File: src/rtl/alu_seq.sv
// -----------------------------------------------------------------------------
// alu_seq -- multi-cycle ALU with registered result, status flags and a
// Start/Busy/Done handshake. Single-cycle ops (ADD, SUB, PASS, AND, OR, XOR,
// illegal) complete one cycle after Start. MUL runs an iterative shift-add
// multiplier that produces a full 2*DATA_WIDTH-bit unsigned product.
//
// Ports
//   Clk       in   rising-edge clock
//   Rst_n     in   asynchronous active-low reset
//   Start     in   operation request, sampled only while Busy=0
//   Alu_Op    in   000 ADD, 001 SUB, 010 MUL, 011 PASS, 100 AND, 101 OR,
//                  110 XOR, 111 illegal
//   Reg1_Out  in   operand A
//   Reg2_Out  in   operand B (PASS forwards B)
//   Alu_Out   out  registered result (MUL: low half of product)
//   Alu_Hi    out  MUL high half of product, 0 for all other ops
//   Busy      out  multiply in progress, Start ignored
//   Done      out  one-cycle pulse when result and flags were updated
//   Zero      out  result == 0 (MUL: full product == 0)
//   Carry     out  ADD carry-out, SUB borrow, else 0
//   Ovf       out  ADD/SUB signed overflow, MUL high half non-zero, else 0
//   Err       out  illegal opcode completed, cleared by next legal completion
// -----------------------------------------------------------------------------
module alu_seq #(
  parameter int DATA_WIDTH = 8,
  parameter int CNT_WIDTH  = $clog2(DATA_WIDTH) + 1
) (
  input  logic                  Clk,
  input  logic                  Rst_n,
  input  logic                  Start,
  input  logic [2:0]            Alu_Op,
  input  logic [DATA_WIDTH-1:0] Reg1_Out,
  input  logic [DATA_WIDTH-1:0] Reg2_Out,
  output logic [DATA_WIDTH-1:0] Alu_Out,
  output logic [DATA_WIDTH-1:0] Alu_Hi,
  output logic                  Busy,
  output logic                  Done,
  output logic                  Zero,
  output logic                  Carry,
  output logic                  Ovf,
  output logic                  Err
);

  localparam int W  = DATA_WIDTH;
  localparam int PW = 2 * DATA_WIDTH;

  localparam logic [2:0] OP_ADD  = 3'b000;
  localparam logic [2:0] OP_SUB  = 3'b001;
  localparam logic [2:0] OP_MUL  = 3'b010;
  localparam logic [2:0] OP_PASS = 3'b011;
  localparam logic [2:0] OP_AND  = 3'b100;
  localparam logic [2:0] OP_OR   = 3'b101;
  localparam logic [2:0] OP_XOR  = 3'b110;

  typedef enum logic {S_IDLE, S_MUL} state_t;

  state_t          r_state, w_state_next;

  // Multiplier datapath: multiplicand shifts left, multiplier shifts right
  // so that bit 0 of r_mplier is always the bit being consumed this step.
  logic [PW-1:0]        r_mcand,  w_mcand_next;
  logic [W-1:0]         r_mplier, w_mplier_next;
  logic [PW-1:0]        r_acc,    w_acc_next;
  logic [CNT_WIDTH-1:0] r_cnt,    w_cnt_next;

  logic [W-1:0] r_out,   w_out_next;
  logic [W-1:0] r_hi,    w_hi_next;
  logic         r_busy,  w_busy_next;
  logic         r_done,  w_done_next;
  logic         r_zero,  w_zero_next;
  logic         r_carry, w_carry_next;
  logic         r_ovf,   w_ovf_next;
  logic         r_err,   w_err_next;

  // One extra bit so the MSB is the ADD carry / SUB borrow.
  logic [W:0]    w_sum;
  logic [W:0]    w_diff;
  logic [PW-1:0] w_step_acc;
  logic          w_add_ovf;
  logic          w_sub_ovf;

  assign w_sum      = {1'b0, Reg1_Out} + {1'b0, Reg2_Out};
  assign w_diff     = {1'b0, Reg1_Out} - {1'b0, Reg2_Out};
  assign w_step_acc = r_acc + (r_mplier[0] ? r_mcand : '0);

  // Overflow: operands (B inverted for SUB) share a sign and the result differs.
  assign w_add_ovf = (Reg1_Out[W-1] == Reg2_Out[W-1])  && (w_sum[W-1]  != Reg1_Out[W-1]);
  assign w_sub_ovf = (Reg1_Out[W-1] == ~Reg2_Out[W-1]) && (w_diff[W-1] != Reg1_Out[W-1]);

  always_comb begin
    w_state_next  = r_state;
    w_mcand_next  = r_mcand;
    w_mplier_next = r_mplier;
    w_acc_next    = r_acc;
    w_cnt_next    = r_cnt;
    w_out_next    = r_out;
    w_hi_next     = r_hi;
    w_busy_next   = r_busy;
    w_done_next   = 1'b0;
    w_zero_next   = r_zero;
    w_carry_next  = r_carry;
    w_ovf_next    = r_ovf;
    w_err_next    = r_err;

    case (r_state)
      S_IDLE: begin
        if (Start) begin
          if (Alu_Op == OP_MUL) begin
            w_mcand_next  = {{W{1'b0}}, Reg1_Out};
            w_mplier_next = Reg2_Out;
            w_acc_next    = '0;
            w_cnt_next    = CNT_WIDTH'(W);
            w_busy_next   = 1'b1;
            w_state_next  = S_MUL;
          end else begin
            w_done_next  = 1'b1;
            w_hi_next    = '0;
            w_carry_next = 1'b0;
            w_ovf_next   = 1'b0;
            w_err_next   = 1'b0;
            case (Alu_Op)
              OP_ADD: begin
                w_out_next   = w_sum[W-1:0];
                w_carry_next = w_sum[W];
                w_ovf_next   = w_add_ovf;
              end
              OP_SUB: begin
                w_out_next   = w_diff[W-1:0];
                w_carry_next = w_diff[W];
                w_ovf_next   = w_sub_ovf;
              end
              OP_PASS: w_out_next = Reg2_Out;
              OP_AND:  w_out_next = Reg1_Out & Reg2_Out;
              OP_OR:   w_out_next = Reg1_Out | Reg2_Out;
              OP_XOR:  w_out_next = Reg1_Out ^ Reg2_Out;
              default: begin
                // Illegal opcode: zero result, flagged as an error.
                w_out_next = '0;
                w_err_next = 1'b1;
              end
            endcase
            w_zero_next = (w_out_next == '0);
          end
        end
      end

      S_MUL: begin
        w_acc_next    = w_step_acc;
        w_mcand_next  = r_mcand << 1;
        w_mplier_next = r_mplier >> 1;
        w_cnt_next    = r_cnt - CNT_WIDTH'(1);
        // Last step: publish the just-completed product on this same edge.
        if (r_cnt == CNT_WIDTH'(1)) begin
          w_state_next = S_IDLE;
          w_busy_next  = 1'b0;
          w_done_next  = 1'b1;
          w_out_next   = w_step_acc[W-1:0];
          w_hi_next    = w_step_acc[PW-1:W];
          w_zero_next  = (w_step_acc == '0);
          w_carry_next = 1'b0;
          w_ovf_next   = (w_step_acc[PW-1:W] != '0);
          w_err_next   = 1'b0;
        end
      end

      default: w_state_next = S_IDLE;
    endcase
  end

  always_ff @(posedge Clk or negedge Rst_n) begin
    if (!Rst_n) begin
      r_state  <= S_IDLE;
      r_mcand  <= '0;
      r_mplier <= '0;
      r_acc    <= '0;
      r_cnt    <= '0;
      r_out    <= '0;
      r_hi     <= '0;
      r_busy   <= 1'b0;
      r_done   <= 1'b0;
      r_zero   <= 1'b0;
      r_carry  <= 1'b0;
      r_ovf    <= 1'b0;
      r_err    <= 1'b0;
    end else begin
      r_state  <= w_state_next;
      r_mcand  <= w_mcand_next;
      r_mplier <= w_mplier_next;
      r_acc    <= w_acc_next;
      r_cnt    <= w_cnt_next;
      r_out    <= w_out_next;
      r_hi     <= w_hi_next;
      r_busy   <= w_busy_next;
      r_done   <= w_done_next;
      r_zero   <= w_zero_next;
      r_carry  <= w_carry_next;
      r_ovf    <= w_ovf_next;
      r_err    <= w_err_next;
    end
  end

  assign Alu_Out = r_out;
  assign Alu_Hi  = r_hi;
  assign Busy    = r_busy;
  assign Done    = r_done;
  assign Zero    = r_zero;
  assign Carry   = r_carry;
  assign Ovf     = r_ovf;
  assign Err     = r_err;

endmodule

File: config.mk
export PLATFORM = sky130hd
export DESIGN_NAME = alu_seq
export DESIGN_NICKNAME = d
export VERILOG_FILES = /design/src/rtl/alu_seq.sv
export SDC_FILE = /design/constraint.sdc
export NUM_CORES = 1
export LEC_CHECK = 0
export CAP_MARGIN = 20
export CELL_PAD_IN_SITES_DETAIL_PLACEMENT = 1
export CELL_PAD_IN_SITES_GLOBAL_PLACEMENT = 1
export CORE_MARGIN = 3
export CORE_UTILIZATION = 45
export CTS_CLUSTER_DIAMETER = 30
export DETAILED_ROUTE_END_ITERATION = 10
export PLACE_DENSITY = 0.82
export SETUP_SLACK_MARGIN = 0.1
export SYNTH_ARGS = -nofsm -noshare
export SYNTH_HDL_FRONTEND = slang
export SYNTH_SLANG_ARGS = --single-unit
File: constraint.sdc
create_clock -name Clk -period 4.2 [get_ports Clk]
set_input_delay 0.63 -clock Clk [delete_from_list [all_inputs] [get_ports Clk]]
set_output_delay 0.63 -clock Clk [all_outputs]
set_load 0.03 [all_outputs]
==> run_results.csv, run 1 <==
group,metric,value,unit
status,outcome,"finished clean",
global_route,overflow,0,
hold_path,min_path_type,"primary input to asynchronous set/reset pin",
floorplan,core,10900,um^2
floorplan,die_x,112,um
route,drc,0,
timing,hold_viol,0,
synth,synth_cell_types,66,
synth,avgSynthCellArea,8.93,um^2
synth,synth-edff-count,0,
floorplan,die_h,112,um
clock_network,post_cts_buffers,0,
worst_setup_path,r2r_slack,0.45,ns
timing,fin_tns_setup,0,ns
floorplan,start_util,0.463,
clock_network,cts_buffers,9,
final_layout,areaGrowthSynthToFinish,15.8,%
final_layout,antenna_cells,0,
power,powerDensity,656,nW/um^2
synth,synth_most_common_cell,"dfrtp_1",
clock_network,cts_resized,0,
global_route,grtUsageTotal,0.245,
global_route,grt_use_met2,0.411,
global_route,busiest_layer,"met2",
clock_network,cts_tree,"done",
synth,synth_seq_cells,67,
floorplan,rows,38,
route,routedWlPerCell,20.2,um
clock_network,clkTransAtPathRegs,0.09,ns
worst_setup_path,cp-end-kind,"flop",
final_layout,drive_gt1_frac,0.0679,
route,drt_iter0_drc,217,
final_layout,nNetsFinal,666,
clock_network,insertion_delay,0.37,ns
timing,min_period_over_period,0.894,
route,detail_route.vias_per_cell,6.09,
power,p_leak,0.00270,uW
global_route,grt_max_degree,43,
power,peakVddDrop,0.300,mV
synth,synthCells,564,
route,wl,15.0,mm
worst_setup_path,crit_required,4.41,ns
global_route,use_met1,0.316,
timing,tightest_slew,0.966,ns
worst_setup_path,worst-setup-path-type,"flop to flop",
final_layout,final_cell_area,5830,um^2
synth,synthArstFlopShare,1.00,
worst_setup_path,reg2regPathDepth,10,
clock_network,holdBufCountCts,0,
synth,synth_top_cell_area_share,0.333,
placed_design,hpwlAfterDp,11.5,mm
timing,max_freq,266,MHz
final_layout,stdcell_count,744,
clock_network,clockBufferDepth,2,
global_route,antenna_found_initial,0,
run,cap_viol_max_count,0,
timing,rsz0062_at_grt,"no",
global_route,first_global_vias,4734,
worst_setup_path,timing.rr.start,"r_mplier[0]$_DFFE_PN0P_",
clock_network,htreeDepth,3,
route,drtAntennaViolNets,0,
placed_design,io_buffers,43,
timing,slew_viol_final,0,
floorplan,num_io_pins,44,
route,vias,4528,
floorplan,dieArea,12500,um^2
synth,yosysWarnings,0,
global_route,grtUsageMet3,0.0478,
synth,ys_seq_area_frac,0.333,
synth,yosys.area.top_type,"dfrtp_1",
placed_design,placed_area,5620,um^2
clock_network,clock_sinks,67,
timing,clock_skew,0.0145,ns
synth,synth.net_count,631,
timing,finalCriticalPeriod,3.75,ns
route,first_pass_iters,4,
synth,synth_top_flop_cell,"dfrtp_1",
clock_network,cts-root-buf,"clkbuf_8",
placed_design,gp_congestion,0.897,
worst_setup_path,path_max_fanout,17,
synth,syn_area,5040,um^2
timing,setup_viol,0,
worst_setup_path,worstReg2RegEnd,"Ovf$_DFFE_PN0P_",
global_route,grt_first_pass_wirelength,24.6,mm
placed_design,dp_cells,728,
worst_setup_path,crit_arrival,3.97,ns
timing,timing.max_slew.rel_slack,0.356,
synth,ys_top_cells_by_count,"67 x dfrtp_1, 58 x nand2_1, 43 x o21ai_0",
synth,synthTopCellsByArea,"dfrtp_1 33%, ha_1 10%, mux2i_1 5.2%",
worst_setup_path,worstSetupStartpointType,"flop",
cell families (layout without fill, tap and decap cells):
family / after synthesis / in the layout / synth area share
mux: 28 / 28 / 0.0561
xor+xnor: 15 / 15 / 0.0261
flops: 67 / 67 / 0.333
fa+ha+maj: 45 / 45 / 0.116
simple gates: 174 / 174 / 0.185
buf+inv: 67 / 107 / 0.0507
compound gates: 168 / 168 / 0.233
where the power goes:
part | total (uW) | switching [uW] | internal (uW)
Combinational | 2080 | 1240 | 838
Sequential | 1130 | 213 | 922
Clock | 612 | 277 | 335
Total | 3830 | 1730 | 2090
how the worst max path moves through the flow:
stage / from / end / slack, ns / cells after the start
after floorplan: r_mplier[0]$_DFFE_PN0P_ / Zero$_DFFE_PN0P_ / 1.13 / 10
after global placement: r_mplier[0]$_DFFE_PN0P_ / Zero$_DFFE_PN0P_ / 0.64 / 10
after detailed placement: r_mplier[0]$_DFFE_PN0P_ / Ovf$_DFFE_PN0P_ / 0.50 / 10
after CTS: r_mplier[0]$_DFFE_PN0P_ / Ovf$_DFFE_PN0P_ / 0.44 / 10
after global routing: r_mplier[0]$_DFFE_PN0P_ / Ovf$_DFFE_PN0P_ / 0.22 / 10
final: r_mplier[0]$_DFFE_PN0P_ / Ovf$_DFFE_PN0P_ / 0.45 / 10
metal layers:
metal	share of wire	routed length, um
met1	0.45	6720
met2	0.48	7270
met3	0.042	629
met4	0.027	410
met5	0	0
area by class of cell:
class / count / area (um^2)
fillers: 1286 / 5050
inverters: 38 / 143
flip-flops and latches: 67 / 1680
clock inverters: 6 / 88.8
multi-input cells: 430 / 3120
clock buffers: 10 / 128
well taps: 140 / 175
repair buffers: 53 / 500
critical path, cell delays in order, from the launching register on:
cell and delay [ns]:
dfrtp_1 0.52, and2_1 0.23, ha_1 0.21, fa_1 0.41
a21oi_1 0.22, o21bai_1 0.17, a211o_2 0.36, mux2i_1 0.13
or4b_2 0.66, nor4_1 0.51, o21ai_0 0.18
flip-flops by register name, summed over array words and instances, names as in the netlist, 4 cells and up:
name and flops:
r_mplier 8, r_cnt 4, r_acc 16, Alu_Hi 8, r_mcand 16, Alu_Out 8
through the flow:
stage | setup WS, ns | utilization | hold WS [ns] | total power [uW]
6_report | 0.446 | 0.536 | 0.347 | 3830
4_1_cts | 0.441 | 0.536 | 0.368 | 3840
3_5_place_dp | 0.504 | 0.516 | 0.478 | 3220
3_3_place_gp | 0.639 | 0.516 | 0.463 | 3130
5_1_grt | 0.219 | 0.536 | 0.407 | 4110
2_1_floorplan | 1.13 | - | 0.334 | 2530
cells in the final DEF (no fill, tap or decap), drive strengths merged, types with 3 or more instances in the layout:
master,n
clkdlybuf4s50,42
o21a,4
nand3b,3
xor2,6
o21ai,43
nand2b,4
a22o,28
a21o,6
nor3,11
or3,4
nand2,58
o211ai,7
nor2,18
o21bai,4
clkbuf,10
nand3,11
mux2i,26
or2,3
a2111oi,4
a31oi,7
nor3b,6
nor4,6
buf,11
ha,42
and3b,5
o2111ai,4
nor2b,10
a21boi,5
a221oi,3
and3,4
fa,3
nand4,5
xnor2,9
a21oi,25
and2,18
dfrtp,67
inv,39
No activity file was read; power rests on OpenSTA's default activity.
==> run 2, diff against run 1 <==
--- a/config.mk
+++ b/config.mk
@@ -8,7 +8,7 @@
 export CAP_MARGIN = 20
 export CELL_PAD_IN_SITES_DETAIL_PLACEMENT = 1
 export CELL_PAD_IN_SITES_GLOBAL_PLACEMENT = 1
-export CORE_MARGIN = 3
+export CORE_MARGIN = 1.5
 export CORE_UTILIZATION = 45
 export CTS_CLUSTER_DIAMETER = 30
 export DETAILED_ROUTE_END_ITERATION = 10
==> run_results.csv, run 2 (synthesis gave the netlist of run 1 again) <==
group,metric,value,unit
worst_setup_path,crit_slowest_cell,"or4b_2",
timing,clock_skew,0.0106,ns
timing,layout_setup_ws,0.474,ns
global_route,grt_first_pass_wirelength,24.2,mm
worst_setup_path,worstReg2RegEnd,"Ovf$_DFFE_PN0P_",
clock_network,cts_tree,"done",
worst_setup_path,crit_path_cell_trace,"and2_1 -> ha_1 -> fa_1 -> a21oi_1 -> o21bai_1 -> a211o_2 -> mux2i_1 -> or4b_2 -> nor4_1 -> o21ai_0",
timing,timing.max_slew.rel_slack,0.363,
timing,fin_hold_ws,0.368,ns
floorplan,die_h,109,um
clock_network,cts_buffers,9,
worst_setup_path,timing.rr.start,"r_mplier[0]$_DFFE_PN0P_",
power,p_leak,0.00269,uW
clock_network,post_cts_buffers,0,
clock_network,clockBufferDepth,2,
clock_network,cts_resized,0,
floorplan,rows,38,
timing,slew_viol_final,0,
global_route,first_global_vias,4605,
global_route,antenna_found_initial,0,
global_route,grt_max_degree,43,
final_layout,largestRegisters,"r_acc (16), r_mcand (16)",
route,first_pass_iters,4,
timing,hold_viol,0,
route,drc,0,
worst_setup_path,cp-end-kind,"flop",
floorplan,die_x,109,um
global_route,overflow,0,
clock_network,cts-root-buf,"clkbuf_8",
hold_path,min_path_type,"primary input to asynchronous set/reset pin",
worst_setup_path,crit_arrival,3.95,ns
worst_setup_path,worst-setup-path-type,"flop to flop",
route,drtAntennaViolNets,0,
placed_design,hpwlAfterDp,11.3,mm
final_layout,antenna_cells,0,
route,vias,4487,
floorplan,start_util,0.463,
clock_network,insertion_delay,0.36,ns
timing,rsz0062_at_grt,"no",
worst_setup_path,path_delay_family,"simple AND/OR/NAND/NOR gates",
timing,tightest_slew,0.955,ns
timing,setup_viol,0,
timing,finalCriticalPeriod,3.73,ns
timing,min_period_over_period,0.887,
final_layout,layout_commonest_cell,"dfrtp_1",
run,cap_viol_max_count,0,
clock_network,htreeDepth,3,
final_layout,areaGrowthSynthToFinish,15.2,%
placed_design,gp_congestion,0.898,
timing,fin_tns_setup,0,ns
power,peakVddDrop,0.282,mV
worst_setup_path,cpPeakStageDelay,0.67,ns
worst_setup_path,worstSetupStartpointType,"flop",
status,outcome,"finished clean",
clock_network,clock_sinks,67,
worst_setup_path,path_max_fanout,17,
placed_design,dp_slack,0.540,ns
clock_network,clkTransAtPathRegs,0.08,ns
route,detail_route.vias_per_cell,6.04,
route,wl,15.0,mm
worst_setup_path,reg2regPathDepth,10,
final_layout,nNetsFinal,665,
final_layout,drive_gt1_frac,0.0663,
worst_setup_path,crit_required,4.43,ns
global_route,grtUsageTotal,0.268,
worst_setup_path,r2r_slack,0.47,ns
power,powerDensity,647,nW/um^2
route,drt_iter0_drc,183,
clock_network,holdBufCountCts,0,
floorplan,num_io_pins,44,
floorplan,dieArea,11800,um^2
worst_setup_path,path_buf_inv,0,
timing,max_freq,268,MHz
floorplan,core,10900,um^2
route,routedWlPerCell,20.1,um
placed_design,io_buffers,43,
final_layout,final_cell_mix,"66 x dfrtp_1, 58 x nand2_1, 43 x o21ai_0",
run 2: changes by cell type in the layout (fill, tap and decap cells not counted), sizes merged:
cell / delta
bufinv: -1
inv: -1
buf: -1
clkinv: +2
clkinvlp: -1
clkbuf: +1
run 2: worst max path at each step:
stage                       startpoint                to  slack, ns  cells past startpoint
4_1_cts        r_mplier[0]$_DFFE_PN0P_  Zero$_DFFE_PN0P_       0.52                     10
3_3_place_gp   r_mplier[0]$_DFFE_PN0P_  Zero$_DFFE_PN0P_       0.65                     10
6_report       r_mplier[0]$_DFFE_PN0P_   Ovf$_DFFE_PN0P_       0.47                     10
2_1_floorplan  r_mplier[0]$_DFFE_PN0P_  Zero$_DFFE_PN0P_       1.13                     10
5_1_grt        r_mplier[0]$_DFFE_PN0P_   Ovf$_DFFE_PN0P_       0.20                     10
3_5_place_dp   r_mplier[0]$_DFFE_PN0P_   Ovf$_DFFE_PN0P_       0.54                     10
run 2: layout make-up:
cell class	instances	area, um^2
sequential	67	1680
timing repair buffer	52	493
inverter	38	143
fill	1283	5080
multi-input combinational	430	3120
clock inverter	5	52.6
clock buffer	11	141
tap	140	175
run 2: metrics by stage:
stage	total power [uW]	util	std cells	area, um^2
after global placement	3100	0.515	727	5610
after CTS	3770	0.533	743	5800
after global routing	4020	0.533	743	5800
after detailed placement	3200	0.515	727	5610
after floorplan	2530	-	564	5040
final	3760	0.533	743	5800
run 2: routing by layer:
layer / global-route usage / routed length (um)
met5: 0 / 0
met4: 0.0780 / 211
met3: 0.0490 / 586
met2: 0.460 / 7390
met1: 0.344 / 6770
run 2: report_power, final:
part	total [uW]	switching, uW	internal, uW
sequential	1130	211	922
clock	545	258	287
combinational	2080	1240	834
total	3760	1710	2040
